**config.mk**
```make
export PLATFORM = sky130hd
export DESIGN_NAME = dda_step_sequencer
export DESIGN_NICKNAME = d
export VERILOG_FILES = /design/src/rtl/dda_step_sequencer.sv
export SDC_FILE = /design/constraint.sdc
export NUM_CORES = 1
export LEC_CHECK = 0
export ABC_AREA = 1
export BUFFER_PORTS_ARGS = -buffer_cell sky130_fd_sc_hd__buf_2
export CAP_MARGIN = 0
export CORE_MARGIN = 10
export CORE_UTILIZATION = 30
export CTS_CLUSTER_SIZE = 40
export DETAILED_ROUTE_END_ITERATION = 10
export PLACE_DENSITY_LB_ADDON = 0.05
export SETUP_SLACK_MARGIN = 0.4
export SYNTH_ARGS = -nofsm -noshare
export SYNTH_HDL_FRONTEND = slang
export SYNTH_SLANG_ARGS = --single-unit
export TNS_END_PERCENT = 20
```
**constraint.sdc**
```tcl
create_clock -name clk -period 5.8 [get_ports clk]
set_input_delay 0.58 -clock clk [delete_from_list [all_inputs] [get_ports clk]]
set_output_delay 0.58 -clock clk [all_outputs]
set_load 0.01 [all_outputs]
```
**src/rtl/dda_step_sequencer.sv**
```systemverilog
// dda_step_sequencer: explicit-Euler damped spring-mass stepper time-sharing one external multiplier
module dda_step_sequencer #(
  parameter int W = 27,
  parameter int STEP_W = 16
) (
  input  logic              clk,
  input  logic              rst,
  input  logic              start,
  input  logic              stop,
  input  logic [STEP_W-1:0] n_steps,
  input  logic [3:0]        dt_shift,
  input  logic [W-1:0]      ic1,
  input  logic [W-1:0]      ic2,
  input  logic [W-1:0]      k_m,
  input  logic [W-1:0]      d_m,
  output logic [W-1:0]      mul_a,
  output logic [W-1:0]      mul_b,
  input  logic [W-1:0]      mul_p,
  output logic [W-1:0]      v1,
  output logic [W-1:0]      v2,
  output logic [STEP_W-1:0] steps_done,
  output logic              sample_valid,
  output logic              busy,
  output logic              done
);
  typedef enum logic [2:0] {IDLE, MUL_K, MUL_D, UPDATE, DONE} state_t;
  state_t state;
  logic [W-1:0] p_k, p_d, k_r, d_r, f2;
  logic [STEP_W-1:0] n_r;
  logic [3:0] dt_r;
  logic stop_pend, last;
  assign f2 = -p_k - p_d;
  assign last = (steps_done + STEP_W'(1)) == n_r || stop_pend || stop;
  assign busy = state != IDLE;
  assign mul_a = state == MUL_K ? v1 : state == MUL_D ? v2 : '0;
  assign mul_b = state == MUL_K ? k_r : state == MUL_D ? d_r : '0;
  always_ff @(posedge clk)
    if (rst) begin
      state <= IDLE;
      v1 <= '0;
      v2 <= '0;
      p_k <= '0;
      p_d <= '0;
      k_r <= '0;
      d_r <= '0;
      n_r <= '0;
      dt_r <= '0;
      steps_done <= '0;
      stop_pend <= 1'b0;
      sample_valid <= 1'b0;
      done <= 1'b0;
    end else begin
      sample_valid <= 1'b0;
      done <= 1'b0;
      case (state)
        IDLE:
          if (start) begin
            n_r <= n_steps;
            dt_r <= dt_shift;
            k_r <= k_m;
            d_r <= d_m;
            v1 <= ic1;
            v2 <= ic2;
            steps_done <= '0;
            stop_pend <= 1'b0;
            state <= n_steps == '0 ? DONE : MUL_K;
            done <= n_steps == '0;
          end
        MUL_K: begin
          p_k <= mul_p;
          stop_pend <= stop_pend | stop;
          state <= MUL_D;
        end
        MUL_D: begin
          p_d <= mul_p;
          stop_pend <= stop_pend | stop;
          state <= UPDATE;
        end
        UPDATE: begin
          v1 <= v1 + W'($signed(v2) >>> dt_r);
          v2 <= v2 + W'($signed(f2) >>> dt_r);
          steps_done <= steps_done + STEP_W'(1);
          sample_valid <= 1'b1;
          state <= last ? DONE : MUL_K;
          done <= last;
        end
        default: state <= IDLE;
      endcase
    end
endmodule

```
Word-level counts from Yosys, hierarchy flattened. Cells that the tools add are included.

Register bits: 204. Bits of input ports: 159. Output and inout bits: 127. Word-level logic and storage cells: 56.

Add/subtract/negate cells: 5. Equality and inequality tests: 5. Shifts and indexed selects: 2. Mux-type cells: 19. Bitwise operators: 1. Reductions and logical operators: 11.

Operator list (count): $mux W27 (6); $pmux W27 S2 (2); $add A27 B27 Y27 (2); $sshr A27 B4 Y27 (2); $pmux W16 S2 (1); $neg A27 Y27 (1); $sub A27 B27 Y27 (1); $add A16 B1 Y16 const B (1); $eq A16 B16 Y1 (1); $logic_not A16 Y1 (1); $mux W16 (1); $pmux W3 S4 (1); $mux W3 (3); $eq A3 B2 Y1 const B (2); $reduce_and A2 Y1 (3); $pmux W1 S2 (2); $reduce_bool A2 Y1 (2); $eq A3 B1 Y1 const B (1); $logic_not A3 Y1 (1); $mux W1 (3); $reduce_bool A3 Y1 (1); $logic_or A1 B1 Y1 (2); $ne A2 B2 Y1 const B (1); $reduce_or A2 Y1 (1); $or A1 B1 Y1 (1).

Longest topological paths before layout.
Depth in word-level cells: 6. Gate-level depth with buffers: 34. Mapped depth without buffers: 34.

Worst setup path before layout. Ideal clock, no wire load.

Kind: register to register. Start point: register p_k[1]. End point: register v2[20]. Setup time: 0.132 ns. Arrival time: 3.862 ns. Required time: 5.668 ns. Path slack: 1.806 ns. Cell stages (with the launch flop): 29. Buffers on the path: 0. Period minus slack after synthesis: 3.994 ns. Cell sequence: dfxtp_1 -> ha_1 -> inv_1 -> ha_1 -> inv_1 -> fa_1 -> inv_1 -> nand3_1 -> nand2_1 -> nand2_1 -> nand2_2 -> xor2_1 -> o21ai_0 -> o21ai_0 -> o21ai_0 -> o21ai_0 -> ha_1 -> inv_1 -> fa_1 -> nor3_1 -> nor2_1 -> o21ai_2 -> nand2_1 -> nand2_1 -> nand2_1 -> nand3_1 -> nand3_1 -> nand2_1 -> a21oi_1.

Word-level cells in the longest chain between the ends: 5.

Ends and longest elaborated chain: start: declaration (line 28) `logic [W-1:0] p_k, p_d, k_r, d_r, f2;`; start signal: assignment (line 70) `p_k <= mul_p;`; $neg A27 Y27 (line 32) `assign f2 = -p_k - p_d;`; $sub A27 B27 Y27 (line 32); $sshr A27 B4 Y27 (line 81) `v2 <= v2 + W'($signed(f2) >>> dt_r);`; $add A27 B27 Y27 (line 81); $pmux W27 S2 (line 55) `case (state)`; end signal: assignment (line 63) `v2 <= ic2;`; end signal: assignment (line 81); end: declaration (line 20) `output logic [W-1:0] v2,`.

No other way between the ends. A chain may end at the register's enable or synchronous reset.

Worst setup path after layout. Same ends and word-level chain as after synthesis.

==> impl_metrics.csv <==
group,metric,value,unit
clock_network,cts.clk_slew.worst_paths,0.06,ns
yosys,yosysWarnings,0,
power_and_ir_drop,internal_power,4.16,mW
worst_setup_path,crit_slowest_cell,"fa_1",
routing,finalWirelength,68.4,mm
yosys,synth.top_cells.by_count,"590 x nand2_1, 351 x inv_1, 276 x a21oi_1",
floorplan,initial_core_util,30.2,%
timing,relSlewSlack,21.8,%
routing,dr.pass1.iters,7,
yosys,synth.most_common_cell,"nand2_1",
routing,ant_nets,0,
timing,tightest_slew,1.17,ns
yosys,synthFlopType,"dfxtp_1",
yosys,synth.avg_cell_area,6.19,um^2
global_routing,grt_use_met2,34.2,%
power_and_ir_drop,clkPwrFrac,24.1,%
timing,rsz0062_at_grt,"yes",
flow_run,max_cap_violations,0,
worst_setup_path,max_stage_delay,0.43,ns
worst_setup_path,crit_path_end_kind,"flop",
finish,syn2layout_area_growth,18.7,%
timing,period_share,85.5,%
clock_network,cts_tree,"yes",
timing,min_period,4.96,ns
timing,finClkSkew,0.0278,ns
placement,dp_hpwl,53.9,mm
yosys,synth.distinct_cells,51,
power_and_ir_drop,comb_power_share,54.7,%
power_and_ir_drop,pwr-share-seq,21.2,%
global_routing,use_met3,4.79,%
hold_path,min_path_cells,3,
yosys,synthDominantAreaCellType,"dfxtp_1",
global_routing,grt_max_degree,127,
floorplan,die_width,253,um
clock_network,clockBufferDepth,3,
global_routing,top_usage_layer,"met2",
floorplan,ios,286,
clock_network,cts_max_level,1,
hold_path,min_from,"n_steps[4]",
routing,vias,18000,
finish,final_area,0.0193,mm^2
power_and_ir_drop,p_sw,3.84,mW
placement,post_dp_cell_area,0.0182,mm^2
timing,fin_tns_setup,0,ns
placement,dp_cells,3495,
finish,layout-drive-gt1-share,13.8,%
finish,finalNonFillerCells,3553,
global_routing,first_global_vias,17600,
worst_setup_path,start_kind,"flop",
worst_setup_path,worstSetupPathType,"reg -> reg",
worst_setup_path,ff2ff_setup_slack,0.84,ns
worst_setup_path,arrival,5.37,ns
timing,hold_viol,0,
power_and_ir_drop,totalPowerFinal,8.00,mW
power_and_ir_drop,switching_share,48.0,%
worst_setup_path,crit_required,6.22,ns
routing,wl_per_cell,19.2,um
power_and_ir_drop,power_density,415,mW/mm^2
placement,io_buffers,285,
finish,fillers,6011,
worst_setup_path,r2r_start,"p_k[1]$_SDFFE_PP0P_",
yosys,ys_async_sr_fraction,0,%
routing,viasPerCell,5.07,
worst_setup_path,rr_worst_depth,28,
routing,route.detailed.drc,0,
floorplan,dieHeight,253,um
clock_network,insertion_delay,0.59,ns
clock_network,root_buffer,"clkbuf_16",
yosys,ys_ff_latch,204,
yosys,syn-num-nets,2892,
yosys,synthCells,2624,
worst_setup_path,r2r-end,"v2[20]$_SDFFE_PP0P_",
floorplan,core.rowCount,85,
yosys,syn_area,0.0162,mm^2
global_routing,grt_usage,20.7,%
global_routing,antenna_found_initial,7,
clock_network,cts_made_buffers,28,
floorplan,fp.dieArea,0.0638,mm^2
hold_path,min_to,"n_r[4]$_SDFFE_PP0P_",
clock_network,clock-sinks,204,
floorplan,core,0.0537,mm^2
placement,gp_congestion,0.947,
outcome,status,"complete, no violations",
power_and_ir_drop,ir_drop,0.194,mV
yosys,synth_top_area_share,25.2,%
yosys,yosysSeqAreaShare,25.2,%
yosys,ys_top_cells_by_area,"dfxtp_1 25%, nand2_1 14%, a21oi_1 8.5%",
routing,detail_route.iter0.violations,1181,
global_routing,global_route.usage.met1,26.6,%
timing,timing.fmax,202,MHz
worst_setup_path,cp_common_cell,"nand2_1",
finish,fin_nets,3098,
worst_setup_path,crit_fanout,4,
yosys,synth_edf_count,0,
hold_path,hp-class,"in -> reg",
timing,setup_violations,0,
timing,drv_slew,0,
power_and_ir_drop,p_leak,9.10,nW
global_routing,grt_pass1_wl,104,mm
global_routing,grt_overflow,0,
[power groups by stage]
stage / Clock, mW / Sequential (mW) / Combinational [mW]
floorplan: 0 / 1.67 / 3.04
global placement: 0 / 1.72 / 4.36
detailed placement: 0 / 1.72 / 4.34
CTS: 1.99 / 1.69 / 4.36
global route: 2.05 / 1.71 / 4.92
finish: 1.93 / 1.69 / 4.38
[area by class of cell]
type                    count  area (um^2)  share of cell area, %
multi-input cells        1937        10300                   53.7
flip-flops and latches    204         4090                   21.2
repair buffers            303         1570                   8.17
inverters                 356         1340                   6.96
well taps                 696          871                   4.52
clock buffers              34          763                   3.96
clock inverters            18          278                   1.44
diodes                      5         12.5                 0.0649
[kinds of logic (layout without fill, tap and decap cells)]
| kind of cell | count (synthesis) | after routing | share of synthesized area [%] |
|---|---|---|---|
| simple gates | 1068 | 1068 | 27.8 |
| xor+xnor | 56 | 56 | 3.19 |
| flops | 204 | 204 | 25.2 |
| buf+inv | 483 | 711 | 11.3 |
| other cells | 0 | 5 | 0 |
| fa+ha+maj | 109 | 109 | 8.54 |
| mux | 24 | 24 | 1.48 |
| compound gates | 680 | 680 | 22.5 |
[critical path, delay by kind of cell, from the launching register on]
family                     cells  cell delay (ns)
adders and majority gates      5             1.56
and+or+nand+nor               12             1.35
AOI/OAI and AO/OA              6             1.00
DFF                            1             0.31
buffers and inverters          4             0.31
xor gates and xnor gates       1             0.24
[routing by layer]
metal	vias to the layer above	share of wire, %
li1	9141	-
met1	8365	45
met2	416	46
met3	76	6.4
met4	6	2.2
met5	-	0.060
[cells in the final DEF, fill, tap and decap left out, drive strengths merged, types with 5 or more instances in the layout]
master    n
a21boi    5
a21o      7
a21oi   276
a31oi    12
buf     303
bufinv    6
clkbuf   34
clkinv   12
dfxtp   204
diode     5
ha      106
inv     354
mux2i    24
nand2   597
nand3   211
nand3b    5
nand4    27
nor2    194
nor3     16
nor4     11
o211ai   19
o21ai   285
o21bai   11
o22ai    52
xnor2    19
xor2     35
[flip-flops by register name, summed over array words and instances (netlist names)]
| register | count |
|---|---|
| state | 3 |
| done | 1 |
| v2 | 27 |
| stop_pend | 1 |
| d_r | 27 |
| sample_valid | 1 |
| n_r | 16 |
| p_k | 27 |
| steps_done | 16 |
| p_d | 27 |
| k_r | 27 |
| dt_r | 4 |
| v1 | 27 |
[how the worst max path moves through the flow]
stage	startpoint	depth (start not counted)	to
finish	p_k[1]$_SDFFE_PP0P_	28	v2[20]$_SDFFE_PP0P_
global route	p_k[1]$_SDFFE_PP0P_	28	v2[20]$_SDFFE_PP0P_
CTS	p_k[1]$_SDFFE_PP0P_	28	v2[20]$_SDFFE_PP0P_
detailed placement	p_k[1]$_SDFFE_PP0P_	28	v2[20]$_SDFFE_PP0P_
global placement	p_k[1]$_SDFFE_PP0P_	28	v2[20]$_SDFFE_PP0P_
floorplan	p_k[1]$_SDFFE_PP0P_	28	v2[20]$_SDFFE_PP0P_
[metrics by stage]
step	utilization [%]	hold WS, ns	setup slack (ns)
after detailed placement	33.9	0.446	0.753
after global placement	33.9	0.440	0.758
after global routing	35.9	0.228	0.396
after CTS	35.8	0.206	0.717
after floorplan	-	0.428	1.81
final	35.9	0.244	0.843
[timing repair]
action / 4_1_cts / 5_1_grt
hold buffers: 0 / 0
setup endpoints to repair: 0 / 6
setup buffers: 0 / 1
gates resized for setup: 0 / 2
Note: power is estimated with default switching activity, not from simulation.
